`src/rtl/alu_arbiter.sv`:
```
// alu_arbiter: two requesters share one 32-bit ALU through a round-robin grant
// and a single registered response stage with full-throughput handoff.
module alu (
    input  logic [31:0] src1,
    input  logic [31:0] src2,
    input  logic [3:0]  alu_control,
    output logic [31:0] result,
    output logic        zero
);
    always_comb begin
        result = alu_control == 4'b0000 ? src1 & src2 :
                 alu_control == 4'b0001 ? src1 | src2 :
                 alu_control == 4'b0010 ? src1 + src2 :
                 alu_control == 4'b0110 ? src1 - src2 :
                 alu_control == 4'b0111 ? {31'b0, $signed(src1) < $signed(src2)} :
                 alu_control == 4'b1100 ? ~(src1 | src2) : 32'b0;
        zero = result == 32'b0;
    end
endmodule

module alu_arbiter (
    input  logic        clk,
    input  logic        rst_n,
    input  logic        req0_valid,
    input  logic [31:0] req0_src1,
    input  logic [31:0] req0_src2,
    input  logic [3:0]  req0_op,
    output logic        req0_ready,
    input  logic        req1_valid,
    input  logic [31:0] req1_src1,
    input  logic [31:0] req1_src2,
    input  logic [3:0]  req1_op,
    output logic        req1_ready,
    output logic        resp_valid,
    input  logic        resp_ready,
    output logic [31:0] resp_result,
    output logic        resp_zero,
    output logic        resp_id
);
    typedef enum logic {EMPTY, FULL} state_t;
    state_t state, state_nxt;
    logic last_grant, grant, can_accept, xfer, alu_zero;
    logic [31:0] alu_result;

    alu u_alu (
        .src1       (grant ? req1_src1 : req0_src1),
        .src2       (grant ? req1_src2 : req0_src2),
        .alu_control(grant ? req1_op : req0_op),
        .result     (alu_result),
        .zero       (alu_zero)
    );

    // rst_n gates the readies so nothing is offered while reset is held
    always_comb begin
        grant      = req0_valid && req1_valid ? ~last_grant : req1_valid;
        can_accept = state == EMPTY || resp_ready;
        req0_ready = rst_n && can_accept && !grant;
        req1_ready = rst_n && can_accept && grant;
        xfer       = (req0_valid && req0_ready) || (req1_valid && req1_ready);
        state_nxt  = xfer ? FULL : (state == FULL && resp_ready) ? EMPTY : state;
        resp_valid = state == FULL;
    end

    always_ff @(posedge clk or negedge rst_n) begin
        if (!rst_n) begin
            state       <= EMPTY;
            last_grant  <= 1'b1;
            resp_result <= 32'b0;
            resp_zero   <= 1'b0;
            resp_id     <= 1'b0;
        end else begin
            state <= state_nxt;
            if (xfer) begin
                last_grant  <= grant;
                resp_result <= alu_result;
                resp_zero   <= alu_zero;
                resp_id     <= grant;
            end
        end
    end
endmodule

```
`config.mk`:
```
export PLATFORM = sky130hd
export DESIGN_NAME = alu_arbiter
export DESIGN_NICKNAME = d
export VERILOG_FILES = /design/src/rtl/alu_arbiter.sv
export SDC_FILE = /design/constraint.sdc
export NUM_CORES = 1
export LEC_CHECK = 0
export CELL_PAD_IN_SITES_DETAIL_PLACEMENT = 1
export CELL_PAD_IN_SITES_GLOBAL_PLACEMENT = 1
export CORE_AREA = 2 2 169 138
export CTS_BUF_LIST = sky130_fd_sc_hd__clkbuf_2
export CTS_CLUSTER_DIAMETER = 60
export DETAILED_ROUTE_END_ITERATION = 12
export DIE_AREA = 0 0 171 140
export PLACE_DENSITY_LB_ADDON = 0.1
export SYNTH_ARGS = -nofsm -noshare
export SYNTH_HDL_FRONTEND = slang
export SYNTH_SLANG_ARGS = --single-unit
```
`constraint.sdc`:
```
create_clock -name clk -period 6.15 [get_ports clk]
set_input_delay 1.845 -clock clk [delete_from_list [all_inputs] [get_ports clk]]
set_output_delay 1.845 -clock clk [all_outputs]
set_load 0.05 [all_outputs]
```
Word level (Yosys, flattened, before mapping)
Index checks and enable logic that the tools add are counted.
{"block": "classes", "n_addsub": 2, "multipliers": 0, "n_div": 0, "n_lt_le_gt_ge": 1, "eq_ne": 5, "n_shift": 0, "mux": 12, "n_bitwise": 5, "n_reduce_logical": 13}
{"op": "two-way mux 32 bit", "n": 8}
{"op": "adder 32 bit", "n": 1}
{"op": "AND 32 bit", "n": 1}
{"op": "logical NOT 32 bit", "n": 1}
{"op": "less-than comparator 32 bit", "n": 1}
{"op": "inverter 32 bit", "n": 1}
{"op": "bitwise OR 32 bit", "n": 1}
{"op": "subtractor 32 bit", "n": 1}
{"op": "== test 4 x 3 -> 1 bit (second input constant)", "n": 2}
{"op": "logical AND 1 bit", "n": 7}
{"op": "== test 4 x 1 -> 1 bit (second input constant)", "n": 1}
{"op": "== test 4 x 2 -> 1 bit (second input constant)", "n": 1}
{"op": "== test 4 bit (second input constant)", "n": 1}
{"op": "logical NOT 4 bit", "n": 1}
{"op": "two-way mux 4 bit", "n": 1}
{"op": "two-way mux 1 bit", "n": 3}
{"op": "logical OR 1 bit", "n": 2}
{"op": "inverter 1 bit", "n": 2}
{"op": "nonzero test 2 bit", "n": 1}
{"op": "logical NOT 1 bit", "n": 1}
{"block": "word_totals", "ff_bits": 36, "latch_bits": 0, "mem_bits_rw": 0, "mem_bits_ro": 0, "n_memories": 0}

Longest topological paths before layout
{"block": "depth", "ltp_word": 12, "mapped_depth": 21, "depth_no_buf": 18}

By module
Synthesis repeated with hierarchy kept, for this count alone.
{"block": "hier_totals", "hier_cells": 1156, "area_unflattened_um2": 8770.9}
{"module": "alu", "n_inst": 1, "cells_per_inst": 999, "area_per_inst_um2": 6548.8}
{"module": "alu_arbiter", "n_inst": 1, "cells_per_inst": 157, "area_per_inst_um2": 2222.1}

Least setup slack after synthesis
Ideal clock, no wire load.
{"block": "synth_path", "path_kind": "in2reg", "from": "in req1_valid", "to": "reg resp_zero", "setup_ns": 0.104, "arrival_ns": 5.727, "t_required_ns": 6.046, "setup_slack_ns": 0.319, "cell_stages": 18, "path_buffers": 4, "path_cell_list": "a21bo_4 -> buf_6 -> clkbuf_1 -> clkbuf_1 -> nand2_1 -> and2_1 -> ha_1 -> clkbuf_1 -> or3b_1 -> nor2_1 -> nor3_1 -> o31ai_1 -> a41o_1 -> nand2_1 -> a311oi_1 -> a31oi_1 -> or2_2 -> o41ai_2"}
{"block": "synth_via", "elab_chain_len": 12, "word_cells_on_any_way": 30, "classes_between": "add/sub: 2; order compare: 1; eq/ne: 5; mux: 10; bitwise: 3; reduce/logical: 9"}
{"element": "start: declaration", "line": "29", "text": "input logic req1_valid,"}
{"element": "parallel branches: the longest is 12 deep, another holds less-than comparator 32 bit"}
{"element": "end signal: assignment", "line": "76", "text": "resp_zero <= alu_zero;"}
{"element": "end: declaration", "line": "37", "text": "output logic resp_zero,"}
Parallel ways; which one is timed is not known.
A chain may end at the register's enable or synchronous reset.

Worst setup path in the final report
{"block": "layout_path", "from": "in req0_valid", "to": "out req0_ready"}
{"block": "layout_via", "elab_chain_len": 4}
{"element": "start: declaration", "line": "24", "text": "input logic req0_valid,"}
{"element": "logical AND 1 bit", "line": "55", "text": "grant = req0_valid && req1_valid ? ~last_grant : req1_valid;"}
{"element": "two-way mux 1 bit", "line": "55"}
{"element": "logical NOT 1 bit", "line": "57", "text": "req0_ready = rst_n && can_accept && !grant;"}
{"element": "logical AND 1 bit", "line": "57"}
{"element": "end: declaration", "line": "28", "text": "output logic req0_ready,"}
Every way passes these cells.

==> results.txt <==
----------------------------------------------------
[Detailed routing]
  Post-detailed-route DRC marker count ... 0
  Total length of routed wires ... between 40000 and 50000 um
  TritonRoute pass-1 iters ... 8
  Avg Vias per Cell ... slightly below 6
  Count of nets left with antenna violations after detail routing ... 0
  Via count ... ~11000
  Average wire per standard cell ... about 21 um
  Count of routing violations after the opening detailed-route iteration ... approximately 1000

[Global routing]
  Met3 track demand over resource in global routing ... 0.0514
  Overall overflow remaining after global route ... 0
  Antenna violations before repair ... 0
  Vias in the first global route ... 10940
  Global-route wire length before repair ... slightly above 60000 um
  GRT met1 Usage ... 0.487
  Largest net degree at the start of global routing ... 31
  Total Routing Usage GR ... 0.330
  Grt peak-use layer ... met2
  Met2 track demand over resource ... 0.507

[Job]
  Number of max-cap violations ... 0

[STA]
  Fmax ... about 0.17 GHz
  RSZ-0062 raised after global routing ... false
  Final period util ... 0.946
  Tmin final ... about 5.8 ns
  Final hold violation count ... 0
  Max_slew headroom ... 0.551
  Slew at the pin with the worst max-slew slack ... 0.673 ns
  Count of final setup violators ... 0
  Final number of max-transition violations ... 0
  Final worst clock skew ... about 0.012 ns

[Yosys]
  Post-Syn Nets ... approximately 1500
  Yosys Warn Count ... 0
  Count of mapped cells out of synthesis ... around 1200
  Share of the synthesized netlist area taken by xor and xnor gates ... 0.0115
  Most frequently used flop master after synthesis ... sky130_fd_sc_hd__dfrtp_1
  Number of enable-type register cells in the synthesized netlist ... 0
  Synth Area in Adders ... 0.145
  Compound-gate portion of the synthesized area ... 0.312
  Simple-gate share of the synthesized area ... 0.287
  Fraction of the yosys area taken by sequential cells ... 0.108
  Post-Synthesis Cell Area ... 8340 um^2
  Multiplexer fraction of the synthesized cell area ... 0.0532
  Fraction of registers with async set or reset after synthesis ... 1.00
  Mean post-synth cell area ... ~6.9 um^2
  Largest family of logic cells by synthesized area ... compound AO/OA/AOI/OAI gates
  Seq cells post-synth ... 36
  Number of unique standard cell types used by synthesis ... between 90 and 100

[Critical path]
  Largest fanout of any net on the critical path ... 24
  Worst Setup End Kind ... primary output
  Endpoint arrival time on the critical path ... between 3 and 4 ns
  Crit path kind ... input port to primary output
  Critical Path Source Type ... input port
  Required time reported for the critical path endpoint ... 4.30 ns

[Clock network]
  H-tree depth ... 2
  Clock insertion delay at the later pin of the skew report ... between 0.3 and 0.4 ns
  Clock slew seen by the registers of the worst setup and hold paths ... roughly 0.17 ns
  Root Buffer Master ... sky130_fd_sc_hd__clkbuf_2
  Clock tree from TritonCTS ... built
  Clock sinks ... 36
  Number of buffers added by the clock tree synthesis step ... 5
  Number of buffers on the longest clock path ... 2

[Pwr]
  Share of total power in sequential cells ... 0.126
  Net switching power ... 1.44 mW
  Combinational fraction of design power ... 0.834
  Leakage Power ... 5.82 nW
  Internal power of the cells ... ~1.3 mW
  Design Power ... around 2.7 mW
  Total power per unit cell area ... between 200 and 250 nW/um^2
  Maximum resistive drop on vdd ... 0.0928 mV
  Proportion of power drawn by the clock network ... 0.040
  Switching part of the total power ... 0.525

[Run status]
  Run status ... completed

[Place]
  Detailed Place HPWL ... 33700 um
  Gp weighted congestion ... 0.991
  Post-Place Cell Area ... around 12000 um^2
  Port bufs ... between 150 and 200

[Die]
  Starting Density ... 0.376
  Core Rows ... ~50
  Die X-Extent ... roughly 170 um
  Die area ... roughly 24000 um^2
  Vertical die dimension ... approximately 140 um
  Top-Level Pins ... roughly 180
  Core Footprint ... about 22000 um^2

[Hold path]
  Class of the tightest hold or removal check ... flop to flop

[Layout]
  Share of post-route cells with drive strength above 1 ... 0.217
  Total area of multi-input combinational cells ... between 6000 and 7000 um^2
  Net count, final ... 1828
  Register cell area after layout ... ~900 um^2
  Fill cell total of the finished layout ... 2895
  Count of inserted antenna diode cells ... 0
  Area Growth Syn to Fin ... 48.4%
  Post-route cell area ... approximately 12000 um^2

----------------------------------------------------
cell usage after synthesis (6+ instances only):
cell type,instances,area (um^2)
sky130_fd_sc_hd__clkbuf_1,45,169
sky130_fd_sc_hd__nand2_1,239,897
sky130_fd_sc_hd__inv_1,103,387
sky130_fd_sc_hd__nor2b_1,14,87.6
sky130_fd_sc_hd__ha_1,95,1190
sky130_fd_sc_hd__dfrtp_1,35,876
sky130_fd_sc_hd__nor3_1,34,170
sky130_fd_sc_hd__o21ai_0,60,300
sky130_fd_sc_hd__nand3_1,21,105
sky130_fd_sc_hd__mux2i_1,9,90.1
sky130_fd_sc_hd__o221ai_1,13,114
sky130_fd_sc_hd__a211oi_1,18,135
sky130_fd_sc_hd__xnor2_1,9,78.8
sky130_fd_sc_hd__nand2b_1,22,138
sky130_fd_sc_hd__buf_2,16,80.1
sky130_fd_sc_hd__a31oi_1,11,68.8
sky130_fd_sc_hd__o211ai_1,12,90.1
sky130_fd_sc_hd__or2_2,7,43.8
sky130_fd_sc_hd__a22oi_1,14,105
sky130_fd_sc_hd__a221o_1,7,70.1
sky130_fd_sc_hd__a21o_1,15,113
sky130_fd_sc_hd__mux2_2,24,270
sky130_fd_sc_hd__nor4_1,21,131
sky130_fd_sc_hd__a21oi_1,62,310
sky130_fd_sc_hd__buf_1,8,30.0
sky130_fd_sc_hd__nand4_1,15,93.8
sky130_fd_sc_hd__o21a_1,13,97.6
sky130_fd_sc_hd__a211o_1,8,70.1
sky130_fd_sc_hd__and2_1,30,188
sky130_fd_sc_hd__a221oi_1,18,158
sky130_fd_sc_hd__o21ai_1,6,30.0
sky130_fd_sc_hd__or3_1,8,50.1
sky130_fd_sc_hd__nor2_1,65,244
sky130_fd_sc_hd__o21bai_1,16,120
sky130_fd_sc_hd__o31ai_1,12,90.1
flip-flops by register name, summed over array words and instances, names as in the netlist:
| signal | cells |
|---|---|
| last_grant | 1 |
| resp_id | 1 |
| resp_result | 32 |
| resp_valid | 1 |
| resp_zero | 1 |
kinds of logic after synthesis:
kind of cell | count (synthesis)
flops | 36
xor+xnor | 11
mux | 38
compound gates | 353
buf+inv | 176
simple gates | 506
fa+ha+maj | 97
cell usage in the layout (no fill, tap or decap), types with 6 or more instances in the layout:
cell / Yosys / layout
sky130_fd_sc_hd__nor2_1: 65 / 64
sky130_fd_sc_hd__and2_1: 30 / 30
sky130_fd_sc_hd__clkdlybuf4s50_1: 0 / 173
sky130_fd_sc_hd__xnor2_1: 9 / 9
sky130_fd_sc_hd__a221oi_1: 18 / 17
sky130_fd_sc_hd__o21ai_0: 60 / 58
sky130_fd_sc_hd__nand3_1: 21 / 21
sky130_fd_sc_hd__dfrtp_1: 35 / 35
sky130_fd_sc_hd__a211oi_1: 18 / 18
sky130_fd_sc_hd__o21ai_1: 6 / 8
sky130_fd_sc_hd__mux2i_1: 9 / 9
sky130_fd_sc_hd__a31oi_1: 11 / 11
sky130_fd_sc_hd__clkbuf_2: 0 / 6
sky130_fd_sc_hd__nand4_1: 15 / 15
sky130_fd_sc_hd__inv_1: 103 / 103
sky130_fd_sc_hd__a21oi_1: 62 / 60
sky130_fd_sc_hd__nor2b_1: 14 / 13
sky130_fd_sc_hd__or2_2: 7 / 7
sky130_fd_sc_hd__nor3_1: 34 / 34
sky130_fd_sc_hd__o221ai_1: 13 / 13
sky130_fd_sc_hd__a22oi_1: 14 / 14
sky130_fd_sc_hd__o31ai_1: 12 / 11
sky130_fd_sc_hd__o21a_1: 13 / 13
sky130_fd_sc_hd__nand2b_1: 22 / 22
sky130_fd_sc_hd__nand2_1: 239 / 239
sky130_fd_sc_hd__buf_12: 0 / 8
sky130_fd_sc_hd__a211o_1: 8 / 8
sky130_fd_sc_hd__or3_1: 8 / 8
sky130_fd_sc_hd__mux2_2: 24 / 24
sky130_fd_sc_hd__a221o_1: 7 / 7
sky130_fd_sc_hd__nor4_1: 21 / 18
sky130_fd_sc_hd__o211ai_1: 12 / 12
sky130_fd_sc_hd__ha_1: 95 / 95
sky130_fd_sc_hd__buf_4: 1 / 254
sky130_fd_sc_hd__o21bai_1: 16 / 15
sky130_fd_sc_hd__a21o_1: 15 / 15
cell type report:
| type | instances | share of cell area |
|---|---|---|
| clock buffer | 6 | 0.00243 |
| clock inverter | 2 | 0.000606 |
| inverter | 104 | 0.0315 |
| multi-input combinational | 1006 | 0.551 |
| sequential | 36 | 0.0729 |
| tap | 306 | 0.0309 |
| timing repair buffer | 439 | 0.310 |
through the flow:
stage | hold slack (ns) | instances | TNS (ns) | utilization | setup WS [ns]
floorplan | 0.527 | 1217 | 0 | - | 0.319
global placement | 0.461 | 1888 | -1.27 | 0.551 | -0.388
CTS | 0.517 | 1897 | 0 | 0.553 | 0.00893
global route | 0.547 | 1899 | 0 | 0.558 | 0.189
finish | 0.514 | 1899 | 0 | 0.558 | 0.334
detailed placement | 0.480 | 1888 | -2.18 | 0.551 | -0.484
power by group through the flow:
stage / sequential (mW) / combinational, mW / clock [mW]
global placement: 0.344 / 2.16 / 0
finish: 0.346 / 2.29 / 0.109
floorplan: 0.547 / 0.968 / 0
CTS: 0.344 / 2.22 / 0.110
detailed placement: 0.349 / 2.21 / 0
global route: 0.352 / 2.44 / 0.122
worst paths after layout:
kind / from / endpoint / slack [ns] / cells past startpoint
worst max-delay path: req0_valid / req0_ready / 0.33 / 8
worst min-delay path: resp_result[23]$_DFFE_PN0P_ / resp_result[23]$_DFFE_PN0P_ / 0.51 / 2
worst max register to register: last_grant$_DFFE_PN1P_ / resp_zero$_DFFE_PN0P_ / 1.54 / 20
worst min register to register: resp_result[23]$_DFFE_PN0P_ / resp_result[23]$_DFFE_PN0P_ / 0.51 / 2
max in group asynchronous: rst_n / last_grant$_DFFE_PN1P_ / 4.09 / 2
min in group asynchronous: rst_n / resp_result[8]$_DFFE_PN0P_ / 1.36 / 1
timing repair:
| action | 4_1_cts | 5_1_grt |
|---|---|---|
| hold buffers | 0 | 0 |
| setup endpoints to repair | 2 | 5 |
| setup buffers | 1 | 1 |
| resized for setup | 0 | 20 |
| pin swaps | 0 | 3 |
| cloned | 0 | 1 |
critical path, cell delays in order:
cell and delay (ns):
sky130_fd_sc_hd__dlymetal6s2s_1 0.33, sky130_fd_sc_hd__a21boi_4 0.10, sky130_fd_sc_hd__buf_12 0.16, sky130_fd_sc_hd__buf_4 0.16, sky130_fd_sc_hd__buf_4 0.22, sky130_fd_sc_hd__buf_4 0.21
sky130_fd_sc_hd__nor2_1 0.12, sky130_fd_sc_hd__clkdlybuf4s50_1 0.81
layer usage:
layer,vias up,routed length (um)
li1,5111,-
met5,-,0
met2,473,17300
met4,0,730
met1,5399,19500
met3,50,3360
(Power assumes the default switching activity.)
